$ cat src/rtl/fc_score_streamer_if.sv
// Handshake/bus bundle between upstream producer, the score streamer and the
// argmax comparator. The streamer takes the slave view; the producer side
// (or a bench) takes the master view.
interface fc_score_if #(
  parameter int NUM_CLASSES = 10,
  parameter int ACC_W       = 16,
  parameter int OUT_W       = 12,
  parameter int IDX_W       = 4
) ();
  logic                         in_valid;
  logic                         in_ready;
  logic [NUM_CLASSES*ACC_W-1:0] in_scores;
  logic                         score_valid;
  logic [OUT_W-1:0]             score_data;
  logic                         dec_valid;
  logic [IDX_W-1:0]             dec_idx;
  logic                         result_valid;
  logic [IDX_W-1:0]             result_idx;
  logic                         frame_sat;
  logic                         timeout_err;

  modport master (
    output in_valid, in_scores, dec_valid, dec_idx,
    input  in_ready, score_valid, score_data, result_valid, result_idx,
           frame_sat, timeout_err
  );

  modport slave (
    input  in_valid, in_scores, dec_valid, dec_idx,
    output in_ready, score_valid, score_data, result_valid, result_idx,
           frame_sat, timeout_err
  );
endinterface

$ cat src/rtl/fc_score_streamer.sv
// Transmit side of the FC-score stream: captures one saturated score vector,
// streams it one class per cycle to the argmax comparator, then waits for the
// comparator's decision (guarded by a timeout) and hands it back upstream.
//
// state      | meaning
// -----------+-----------------------------------------------------------
// S_IDLE     | in_ready high, waiting for a frame
// S_STREAM   | emitting buffered scores, one beat per cycle, class order
// S_WAIT_DEC | burst done, waiting for dec_valid or timeout expiry
module fc_score_streamer #(
  parameter int NUM_CLASSES = 10,
  parameter int ACC_W       = 16,
  parameter int OUT_W       = 12,
  parameter int IDX_W       = 4,
  parameter int TIMEOUT     = 64
) (
  input logic     clk,
  input logic     rst_n,
  fc_score_if.slave bus
);

  localparam int BEAT_W = (NUM_CLASSES > 1) ? $clog2(NUM_CLASSES) : 1;
  localparam int TO_W   = $clog2(TIMEOUT);

  // Symmetric clip range: the most-negative code is reserved downstream as
  // the comparator's empty-slot marker, so it must never appear on the stream.
  localparam logic signed [ACC_W-1:0] SAT_MAX = ACC_W'((1 << (OUT_W-1)) - 1);
  localparam logic signed [ACC_W-1:0] SAT_MIN = -SAT_MAX;

  typedef enum logic [1:0] {
    S_IDLE     = 2'd0,
    S_STREAM   = 2'd1,
    S_WAIT_DEC = 2'd2
  } state_t;

  state_t r_state;
  state_t w_state_nxt;

  logic [OUT_W-1:0]  r_buf [NUM_CLASSES];
  logic [BEAT_W-1:0] r_beat;
  logic [TO_W-1:0]   r_tmo;

  logic              r_in_ready;
  logic              r_score_valid;
  logic [OUT_W-1:0]  r_score_data;
  logic              r_result_valid;
  logic [IDX_W-1:0]  r_result_idx;
  logic              r_frame_sat;
  logic              r_timeout_err;

  logic signed [ACC_W-1:0] w_acc [NUM_CLASSES];
  logic [OUT_W-1:0]        w_sat [NUM_CLASSES];
  logic                    w_sat_any;
  logic                    w_accept;
  logic                    w_take_dec;
  logic                    w_expire;
  logic                    w_last_beat;

  // Per-class saturation of the incoming accumulator vector.
  always_comb begin
    w_sat_any = 1'b0;
    for (int k = 0; k < NUM_CLASSES; k++) begin
      w_acc[k] = bus.in_scores[k*ACC_W +: ACC_W];
      if (w_acc[k] > SAT_MAX) begin
        w_sat[k]  = SAT_MAX[OUT_W-1:0];
        w_sat_any = 1'b1;
      end else if (w_acc[k] < SAT_MIN) begin
        w_sat[k]  = SAT_MIN[OUT_W-1:0];
        w_sat_any = 1'b1;
      end else begin
        w_sat[k] = w_acc[k][OUT_W-1:0];
      end
    end
  end

  // Next-state decode and single-cycle event strobes.
  always_comb begin
    w_state_nxt = r_state;
    w_accept    = 1'b0;
    w_take_dec  = 1'b0;
    w_expire    = 1'b0;
    w_last_beat = (r_beat == BEAT_W'(NUM_CLASSES-1));
    case (r_state)
      S_IDLE: begin
        if (bus.in_valid && r_in_ready) begin
          w_accept    = 1'b1;
          w_state_nxt = S_STREAM;
        end
      end
      S_STREAM: begin
        if (w_last_beat) w_state_nxt = S_WAIT_DEC;
      end
      S_WAIT_DEC: begin
        // A decision arriving on the expiry cycle still counts.
        if (bus.dec_valid) begin
          w_take_dec  = 1'b1;
          w_state_nxt = S_IDLE;
        end else if (r_tmo == '0) begin
          w_expire    = 1'b1;
          w_state_nxt = S_IDLE;
        end
      end
      default: w_state_nxt = S_IDLE;
    endcase
  end

  // State register.
  always_ff @(posedge clk or negedge rst_n) begin
    if (!rst_n) r_state <= S_IDLE;
    else        r_state <= w_state_nxt;
  end

  // Buffer, beat/timeout counters and registered outputs.
  always_ff @(posedge clk or negedge rst_n) begin
    if (!rst_n) begin
      for (int k = 0; k < NUM_CLASSES; k++) r_buf[k] <= '0;
      r_beat         <= '0;
      r_tmo          <= '0;
      r_in_ready     <= 1'b1;
      r_score_valid  <= 1'b0;
      r_score_data   <= '0;
      r_result_valid <= 1'b0;
      r_result_idx   <= '0;
      r_frame_sat    <= 1'b0;
      r_timeout_err  <= 1'b0;
    end else begin
      r_in_ready     <= (w_state_nxt == S_IDLE);
      r_result_valid <= w_take_dec;
      r_timeout_err  <= w_expire;
      r_score_valid  <= (r_state == S_STREAM);

      if (w_accept) begin
        for (int k = 0; k < NUM_CLASSES; k++) r_buf[k] <= w_sat[k];
        r_frame_sat <= w_sat_any;
        r_beat      <= '0;
      end

      if (r_state == S_STREAM) begin
        r_score_data <= r_buf[r_beat];
        r_beat       <= r_beat + BEAT_W'(1);
      end

      // Timeout is a down-counter: loaded as the burst ends, expires at zero.
      if (r_state == S_STREAM && w_last_beat) begin
        r_tmo <= TO_W'(TIMEOUT-1);
      end else if (r_state == S_WAIT_DEC && r_tmo != '0) begin
        r_tmo <= r_tmo - TO_W'(1);
      end

      if (w_take_dec) r_result_idx <= bus.dec_idx;
    end
  end

  assign bus.in_ready     = r_in_ready;
  assign bus.score_valid  = r_score_valid;
  assign bus.score_data   = r_score_data;
  assign bus.result_valid = r_result_valid;
  assign bus.result_idx   = r_result_idx;
  assign bus.frame_sat    = r_frame_sat;
  assign bus.timeout_err  = r_timeout_err;

endmodule

$ cat src/flat_wrapper.sv
// flat-port wrapper written by rule: the top's interface ports become plain ports
module fc_score_streamer_flat 
#(
  parameter int NUM_CLASSES = 10,
  parameter int ACC_W       = 16,
  parameter int OUT_W       = 12,
  parameter int IDX_W       = 4,
  parameter int TIMEOUT     = 64
)
  (clk, rst_n, bus_in_valid, bus_in_scores, bus_dec_valid, bus_dec_idx, bus_in_ready, bus_score_valid, bus_score_data, bus_result_valid, bus_result_idx, bus_frame_sat, bus_timeout_err);
  fc_score_if #(.NUM_CLASSES(NUM_CLASSES), .ACC_W(ACC_W), .OUT_W(OUT_W), .IDX_W(IDX_W)) bus_i ();
  input logic clk;
  input logic rst_n;
  input wire logic [$bits(bus_i.in_valid)-1:0] bus_in_valid;
  input wire logic [$bits(bus_i.in_scores)-1:0] bus_in_scores;
  input wire logic [$bits(bus_i.dec_valid)-1:0] bus_dec_valid;
  input wire logic [$bits(bus_i.dec_idx)-1:0] bus_dec_idx;
  output wire logic [$bits(bus_i.in_ready)-1:0] bus_in_ready;
  output wire logic [$bits(bus_i.score_valid)-1:0] bus_score_valid;
  output wire logic [$bits(bus_i.score_data)-1:0] bus_score_data;
  output wire logic [$bits(bus_i.result_valid)-1:0] bus_result_valid;
  output wire logic [$bits(bus_i.result_idx)-1:0] bus_result_idx;
  output wire logic [$bits(bus_i.frame_sat)-1:0] bus_frame_sat;
  output wire logic [$bits(bus_i.timeout_err)-1:0] bus_timeout_err;
  assign bus_i.in_valid = bus_in_valid;
  assign bus_i.in_scores = bus_in_scores;
  assign bus_i.dec_valid = bus_dec_valid;
  assign bus_i.dec_idx = bus_dec_idx;
  assign bus_in_ready = bus_i.in_ready;
  assign bus_score_valid = bus_i.score_valid;
  assign bus_score_data = bus_i.score_data;
  assign bus_result_valid = bus_i.result_valid;
  assign bus_result_idx = bus_i.result_idx;
  assign bus_frame_sat = bus_i.frame_sat;
  assign bus_timeout_err = bus_i.timeout_err;
  fc_score_streamer #(.NUM_CLASSES(NUM_CLASSES), .ACC_W(ACC_W), .OUT_W(OUT_W), .IDX_W(IDX_W), .TIMEOUT(TIMEOUT)) u_core (.clk(clk), .rst_n(rst_n), .bus(bus_i));
endmodule
$ cat config.mk
export PLATFORM = sky130hd
export DESIGN_NAME = fc_score_streamer_flat
export DESIGN_NICKNAME = d
export VERILOG_FILES = /design/src/rtl/fc_score_streamer_if.sv /design/src/rtl/fc_score_streamer.sv /design/src/flat_wrapper.sv
export SDC_FILE = /design/constraint.sdc
export NUM_CORES = 1
export LEC_CHECK = 0
export CAP_MARGIN = 40
export CELL_PAD_IN_SITES_DETAIL_PLACEMENT = 1
export CELL_PAD_IN_SITES_GLOBAL_PLACEMENT = 1
export CORE_MARGIN = 1.5
export CORE_UTILIZATION = 38
export DETAILED_ROUTE_END_ITERATION = 8
export GPL_TIMING_DRIVEN = 1
export PLACE_DENSITY = 0.9
export SLEW_MARGIN = 20
export SYNTH_ARGS = -nofsm -noshare
export SYNTH_HDL_FRONTEND = slang
export SYNTH_SLANG_ARGS = --single-unit
$ cat constraint.sdc
create_clock -name clk -period 2.3 [get_ports clk]
set_clock_uncertainty 0.05 [all_clocks]
set_input_delay 0.23 -clock clk [delete_from_list [all_inputs] [get_ports clk]]
set_output_delay 0.23 -clock clk [all_outputs]
set_load 0.02 [all_outputs]
### After elaboration in Yosys (flattened, before gate mapping)

Cells that the tools add are included.

| word-level totals | value |
|---|---|
| bits in registers | 153 |
| output and inout port bits | 21 |
| word-level logic and storage cells | 115 |

| operators by class | value |
|---|---|
| add/subtract/negate cells | 2 |
| magnitude comparators | 21 |
| eq/ne operators | 3 |
| mux-type cells | 59 |
| bitwise operators | 1 |
| reductions and logical operators | 9 |

Operators by type and width:

| cell | count |
|---|---|
| 12-bit 2-to-1 mux | 22 |
| 16-bit by 12-bit greater-than comparator with 1-bit output, second input constant | 10 |
| 16-bit by 12-bit less-than comparator with 1-bit output, second input constant | 10 |
| 12-bit binary-select mux with 4-bit select | 1 |
| 1-bit 2-to-1 mux | 27 |
| 6-bit 2-to-1 mux | 2 |
| 2-bit 2-to-1 mux | 4 |
| 4-bit 2-to-1 mux | 2 |
| 6-bit zero test | 1 |
| 2-bit case mux with 3 select lines | 1 |
| 6-bit nonzero test | 1 |
| 6-bit by 1-bit subtractor with 6-bit output, second input constant | 1 |
| 5-bit >= comparator, second input constant | 1 |
| 4-bit inverter with 5-bit output | 1 |
| 4-bit by 1-bit adder with 4-bit output, second input constant | 1 |
| 4-bit equality test, second input constant | 1 |
| 2-bit zero test | 2 |
| 2-bit nonzero test | 2 |
| 1-bit logical AND | 3 |
| 2-bit by 1-bit equality test with 1-bit output, second input constant | 1 |
| 2-bit equality test, second input constant | 1 |

### Depth between registers and ports, before layout

Gate-level depths: netlist of run 1.

| logic depth | value |
|---|---|
| word-level depth | 21 |
| mapped depth | 10 |
| gate-level depth less buffers | 7 |

### Worst setup path before layout of run 1

OpenSTA, ideal clock, no wires.

| timing | value |
|---|---|
| path type | register to register |
| start point | reg u_core.r_beat[0] |
| end point | reg u_core.r_score_data[5] (netlist: u_core.bus.score_data[5]) |
| library setup time | 132 ps |
| data arrival time | 1513 ps |
| path slack | 605 ps |
| stages on the path, launching flop included | 7 |
| path buffers | 1 |
| cell sequence | dfrtp_1 buf_6 mux4_2 a22oi_1 nor2_1 a21oi_1 o21ai_1 |

| between the ends | value |
|---|---|
| cells in the longest elaborated chain, start to end | 4 |

RTL lines:

| what | line | RTL |
|---|---|---|
| start: declaration | fc_score_streamer.sv:40 | `logic [BEAT_W-1:0] r_beat;` |
| start signal: assignment | fc_score_streamer.sv:140 | `r_beat <= r_beat + BEAT_W'(1);` |
| 4-bit inverter with 5-bit output (implied by the code) | fc_score_streamer.sv:139 | `r_score_data <= r_buf[r_beat];` |
| 12-bit binary-select mux with 4-bit select | fc_score_streamer.sv:139 |  |
| 12-bit 2-to-1 mux (implied by the code) (2 in a row) | fc_score_streamer.sv:139 |  |
| end signal: assignment | fc_score_streamer.sv:139 |  |
| end: declaration | fc_score_streamer.sv:45 | `logic [OUT_W-1:0] r_score_data;` |

No other way between the ends. The select of a mux whose other input is x is not followed.
A chain may end at the register's enable or synchronous reset.

### Final worst setup path of run 1

| timing | value |
|---|---|
| start point | reg u_core.r_beat[1] |
| end point | reg u_core.r_in_ready (netlist: u_core.bus.in_ready) |

| between the ends | value |
|---|---|
| cells in the longest elaborated chain, start to end | 4 |

RTL lines:

| what | line | RTL |
|---|---|---|
| 4-bit equality test | fc_score_streamer.sv:82 | `w_last_beat = (r_beat == BEAT_W'(NUM_CLASSES-1));` |
| 2-bit 2-to-1 mux | fc_score_streamer.sv:91 | `if (w_last_beat) w_state_nxt = S_WAIT_DEC;` |
| 2-bit case mux with 3 select lines | fc_score_streamer.sv:83 | `case (r_state)` |
| net u_core.w_state_nxt[1] | fc_score_streamer.sv:37 | `state_t w_state_nxt;` |
| 2-bit zero test | fc_score_streamer.sv:127 | `r_in_ready <= (w_state_nxt == S_IDLE);` |
| end signal: assignment | fc_score_streamer.sv:127 |  |
| end: declaration | fc_score_streamer.sv:43 | `logic r_in_ready;` |

The timed path passes the listed nets, and every way through them passes these cells.

==> reports/qor.csv, run 1 <==
metric,value,unit
outcome,"finished, final reports clean",
root_buffer,clkbuf_16,
synth.area.top_cells,"dfrtp_1, o31ai_1, nand2_1, mux4_2, nor2_1",
num-fill-cells,2254,
maxCapViolCount,0,
preCtsSetupSlack,-0.0844,ns
yosys-top-cells-count,"dfrtp_1, nand2_1, nor2_1, o31ai_1, o21ai_0",
io_buffers,188,
met1_length,11.3,mm
cp-startpoint,u_core.r_beat[1]$_DFFE_PN0P_,
wl,27.6,mm
routed_via_density,5.67,
powerDensity,1180,nW/µm²
finalCoreUtilization,0.531,
syn_to_final_growth,37.2,%
worstPathArrival,2.40,ns
max_freq,480,MHz
synthArstFlopShare,1.00,
drc_errors,0,
maxSlewViolCount,0,
tightest_slew,0.737,ns
nNetsFinal,1178,
internal_power,7970,µW
pwr-share-comb,0.375,
path_clk_slew,0.06,ns
cts_setup_buffers,0,
layout_setup_ws,0.215,ns
synth-seq-cells,153,
power_leakage,0.00447,µW
syn_area,7810,µm²
finalHoldViolations,0,
wire_per_inst,21.4,µm
synth_edf_count,0,
chipWidth,146,µm
synth_cell_type_count,49,
synth_most_common_cell,dfrtp_1,
synth_top_cell_area_share,0.487,
dp_hpwl,19.9,mm
seq_power_share,0.381,
core_area,20200,µm²
post-route-min-period,2.08,ns
dr.max_layer_used,met4,
ios,189,
yosysTopAreaCell,dfrtp_1,
p_sw_frac,0.368,
fp.dieH,146,µm
clkSinkCount,153,
globalRouteTotalUtil,0.264,
r2r-start,u_core.r_beat[1]$_DFFE_PN0P_,
grt_pass1_wl,43.4,mm
worstSetupEndpoint,u_core.bus.in_ready$_DFF_PN1_,
syn_inst,823,
cts_buffers,17,
detail-route-antenna-nets,0,
crit_required,2.62,ns
finalCritPeriodShare,0.906,
setup_viol,0,
wl_met2,13.8,mm
drive_above_1_share,0.107,
worstSetupPathType,flip-flop to flip-flop,
cts_tree,built,
num_rows,52,
r2r_end,u_core.bus.in_ready$_DFF_PN1_,
antennaDiodeCount,0,
hold_class,primary input to asynchronous set/reset pin,
seq_area,3830,µm²
rsz0062_at_grt,false,
ys_seq_area_frac,0.491,
vias,7312,
start_kind,flip-flop,
gp_congestion,0.850,
overflow,0,
r2r_cells,8,
synth_fp_nets,994,
design.die.area,21400,µm²
wl_met3,1.59,mm
clockBufferDepth,2,
endpoint_kind,flip-flop,
clock_latency,0.44,ns
worstPathMaxFanout,16,
grt_pass1_vias,7966,
syn_avg_cell_area,9.49,µm²
synth_warnings,0,
htreeDepth,4,
p_switching,4630,µW
multi_input_area,3730,µm²
rrSetupSlack,0.22,ns
synth_ff_type,dfrtp_1,
drt_iter0_drc,405,
ir_worst_vdd,0.000667,V
clock_power_share,0.244,
grt_max_degree,139,
initial_core_util,0.387,
maxSlewHeadroom,0.506,
antenna_found_initial,0,
first_pass_iters,4,
-- cells in the final DEF, fill, tap and decap left out, types with 10 or more instances in the layout --
master and count:
clkdlybuf4s50_1 187, dfrtp_1 151, nand2_1 150, nor2_1 128
o31ai_1 80, o21ai_0 45, nor4_1 32, mux4_2 24
buf_4 20, a21oi_1 19, mux2_2 17, clkbuf_16 17
o21ai_1 12, a22oi_1 12, inv_1 11, nor3_1 11
o22ai_1 11, nand4_1 10
-- metrics by stage --
step / hold WS (ns) / area (µm²) / std cells / total power, µW / TNS, ns
6_report: 0.267 / 10700 / 1290 / 12600 / 0
2_1_floorplan: -0.116 / 7810 / 823 / 7510 / 0
3_3_place_gp: 0.152 / 10100 / 1257 / 9080 / 0
5_1_grt: 0.299 / 10700 / 1290 / 13300 / 0
3_5_place_dp: 0.152 / 10100 / 1257 / 9410 / -0.0844
4_1_cts: 0.276 / 10700 / 1290 / 12600 / 0
-- flip-flops by register name, summed over array words and instances (netlist names) --
signal and count:
u_core.bus.score_valid 1, u_core.bus.result_valid 1, u_core.r_beat 4, u_core.r_buf 120, u_core.r_tmo 6, u_core.bus.result_idx 4
u_core.bus.timeout_err 1, u_core.bus.score_data 12, u_core.bus.in_ready 1, u_core.r_state 2, u_core.bus.frame_sat 1
-- worst max-delay path: stages, from the launching register on --
cell and delay, ns:
dfrtp_1 0.74, buf_4 0.38, inv_1 0.08, ha_1 0.18
nand2_1 0.06, nor2_1 0.06, nand2_1 0.21, nand2_1 0.14
nor2_1 0.11
-- area by class of cell --
cell class	count	share of cell area
clock buffers	18	0.0401
well taps	270	0.0315
multi-input cells	610	0.348
repair buffers	214	0.200
clock inverters	14	0.0190
flip-flops and latches	153	0.358
inverters	11	0.00385
-- routing by layer --
layer | GRT usage | vias up
li1 | - | 3352
met1 | 0.324 | 3642
met2 | 0.451 | 261
met3 | 0.0528 | 57
met4 | 0.119 | 0
met5 | 0 | -
-- how the worst min path moves through the flow --
stage | startpoint | to | slack, ns | cells past startpoint
4_1_cts | rst_n | u_core.r_buf[109]$_DFFE_PN0P_ | 0.28 | 2
3_3_place_gp | rst_n | u_core.r_buf[114]$_DFFE_PN0P_ | 0.15 | 1
2_1_floorplan | rst_n | u_core.bus.frame_sat$_DFFE_PN0P_ | -0.12 | 0
5_1_grt | rst_n | u_core.r_buf[114]$_DFFE_PN0P_ | 0.30 | 2
3_5_place_dp | rst_n | u_core.r_buf[114]$_DFFE_PN0P_ | 0.15 | 1
6_report | rst_n | u_core.r_buf[114]$_DFFE_PN0P_ | 0.27 | 2
-- power groups by stage --
stage                     Sequential [µW]  Clock (µW)  Combinational, µW
after floorplan                      4480           0               3030
after global placement               4670           0               4410
after detailed placement             4770           0               4640
after CTS                            4780        3110               4750
after global routing                 4910        3190               5160
final                                4810        3070               4730
-- timing repair --
action / in CTS / in global routing
resized for setup: 0 / 0
hold buffers: 1 / 0
endpoints found under the hold margin: 46 / 0
-- cells by family (layout without fill, tap and decap cells) --
family,count (synthesis),count (layout),share of synthesized area
muxes,42,42,0.0950
and+or+nand+nor,362,362,0.206
xor gates and xnor gates,3,3,0.00337
adders and majority gates,3,3,0.00481
AOI/OAI and AO/OA,200,200,0.167
DFF,153,153,0.491
buffers and inverters,60,257,0.0332
Power figures use the tool's default switching activity.
==> run 2, diff against run 1 <==
- GPL_TIMING_DRIVEN: 1 -> 0
==> run 2 against run 1 <==
Clock power rose by 7.2%. Non-clock buffer count rose by 25. Via count rose by 7.2%.
==> reports/qor.csv, run 2 (synthesized netlist as in run 1, its figures left out) <==
metric,value,unit,change
use_met2,0.487,,was 0.451
outcome,"finished, final reports clean",,unchanged
path_clk_slew,0.06,ns,about the same
clkSinkCount,153,,unchanged
wire_per_inst,23.2,µm,was 21.4 µm
busiest_layer,met2,,unchanged
drt_iter0_drc,651,,was 405
chipWidth,146,µm,unchanged
dp_hpwl,21.8,mm,was 19.9 mm
maxCapViolCount,0,,unchanged
cp.depth,5,,was 8
gp_congestion,0.856,,was 0.850
max_freq,439,MHz,was 480 MHz
antenna_found_initial,1,,was 0
cts_tree,built,,unchanged
crit_slowest_cell,nor4_1,,was dfrtp_1
use_met3,0.0597,,was 0.0528
ios,189,,unchanged
setup_viol,0,,unchanged
antennaDiodeCount,0,,unchanged
finalHoldViolations,0,,unchanged
wl,30.5,mm,was 27.6 mm
first_pass_iters,5,,was 4
htreeDepth,4,,unchanged
fp.dieH,146,µm,unchanged
syn_to_final_growth,37.8,%,was 37.2%
globalRouteTotalUtil,0.290,,was 0.264
final.setup.tns,0,ns,unchanged
ir_worst_vdd,0.000622,V,was 0.000667 V
rsz0062_at_grt,false,,unchanged
overflow,0,,unchanged
clockBufferDepth,2,,unchanged
worstSetupPathType,primary input to flip-flop,,was flip-flop to flip-flop
nNetsFinal,1203,,was 1178
maxSlewViolCount,0,,unchanged
grt_pass1_wl,47.4,mm,was 43.4 mm
root_buffer,clkbuf_16,,unchanged
powerDensity,1230,nW/µm²,was 1180 nW/µm²
initial_core_util,0.387,,unchanged
hold_class,primary input to asynchronous set/reset pin,,unchanged
design.die.area,21400,µm²,unchanged
drive_above_1_share,0.0880,,was 0.107
worstPathArrival,2.49,ns,was 2.40 ns
post-route-min-period,2.28,ns,was 2.08 ns
num_rows,52,,unchanged
finalCritPeriodShare,0.991,,was 0.906
io_buffers,188,,unchanged
cts_buffers,17,,unchanged
clock_latency,0.43,ns,was 0.44 ns
crit_buf_inv,1,,was 2
finalPower,13200,µW,was 12600 µW
routed_via_density,5.96,,was 5.67
detail-route-antenna-nets,0,,unchanged
power_leakage,0.00445,µW,was 0.00447 µW
top_register,u_core.r_buf,,unchanged
start_kind,primary input,,was flip-flop
grt_pass1_vias,8529,,was 7966
final_cell_mix,"clkdlybuf4s50_1, dfrtp_1, nand2_1, nor2_1, o31ai_1",,unchanged
largest_reg_flops,120,,unchanged
met1_usage,0.349,,was 0.324
core_area,20200,µm²,unchanged
crit_chain,clkdlybuf4s50_1 -> nor4_1 -> a31oi_1 -> nor2_1 -> o31ai_1,,was buf_4 -> inv_1 -> ha_1 -> nand2_1 -> nor2_1 -> nand2_1 -> nand2_1 -> nor2_1
final_common_cell,clkdlybuf4s50_1,,unchanged
slowest_delay,0.71,ns,was 0.74 ns
drc_errors,0,,unchanged
endpoint_kind,flip-flop,,unchanged
tightest_slew,0.839,ns,was 0.737 ns
vias,7836,,was 7312
crit_required,2.52,ns,was 2.62 ns
worstPathMaxFanout,10,,was 16
holdWs,0.293,ns,was 0.267 ns
r2r_cells,7,,was 8
grt_max_degree,82,,was 139
maxSlewHeadroom,0.439,,was 0.506
crit_family,simple AND/OR/NAND/NOR gates,,was flip-flops
[run 2: cell count changes in the layout (fill, tap and decap cells not counted), sizes merged]
cell,previous run,this run
bufinv,5,7
clkinv,7,4
buf,26,9
clkbuf,18,61
[run 2: repair_timing]
item,in CTS,in global routing
gates resized for setup,0,4
buffers inserted,0,0
hold buffers,1,0
endpoints found under the hold margin,72,0
setup endpoints to repair,0,5
[run 2: layout make-up]
type / count / area [µm²]
plain buffers: 49 / 224
clock buffers: 19 / 433
clock inverters: 13 / 249
fillers: 2253 / 9410
inverters: 11 / 41.3
multi-input cells: 610 / 3720
flip-flops and latches: 153 / 3830
well taps: 270 / 338
repair buffers: 190 / 1920
[run 2: stage by stage]
| stage | setup WS (ns) | instances | area [µm²] | utilization |
|---|---|---|---|---|
| after global routing | 0.00596 | 1315 | 10800 | 0.533 |
| after detailed placement | -0.108 | 1282 | 10100 | 0.499 |
| final | 0.0207 | 1315 | 10800 | 0.533 |
| after floorplan | 0.605 | 823 | 7810 | - |
| after CTS | 0.0867 | 1315 | 10800 | 0.533 |
| after global placement | -5.19 | 1281 | 10000 | 0.497 |
[run 2: worst register-to-register path, delay by kind of cell (launching register included)]
family / cells / cell delay, ns
compound gates: 3 / 0.56
flops: 1 / 0.55
buf+inv: 2 / 0.50
mux: 1 / 0.39
simple gates: 1 / 0.09
[run 2: path summary, 6_finish.rpt]
path / from / to / slack, ns
worst max-delay path: bus_in_scores[65] / u_core.r_buf[63]$_DFFE_PN0P_ / 0.02
worst min-delay path: rst_n / u_core.r_buf[112]$_DFFE_PN0P_ / 0.29
worst max register to register: u_core.r_beat[0]$_DFFE_PN0P_ / u_core.bus.score_data[8]$_DFFE_PN0P_ / 0.04
worst min register to register: u_core.r_buf[91]$_DFFE_PN0P_ / u_core.r_buf[91]$_DFFE_PN0P_ / 0.43
max in group asynchronous: rst_n / u_core.bus.in_ready$_DFF_PN1_ / 1.08
min in group clk: bus_dec_idx[0] / u_core.bus.result_idx[0]$_DFFE_PN0P_ / 0.38
[run 2: power by group]
| part | total, µW | switching [µW] | internal (µW) |
|---|---|---|---|
| combinational | 5140 | 2910 | 2230 |
| clock | 3290 | 1150 | 2140 |
| sequential | 4780 | 935 | 3840 |
[run 2: metal layers]
layer  vias to the layer above  wire length (µm)
met5                         -                16
met4                         2              1610
met3                       130              2160
li1                       3395                 -
met2                       433             14900
met1                      3876             11900
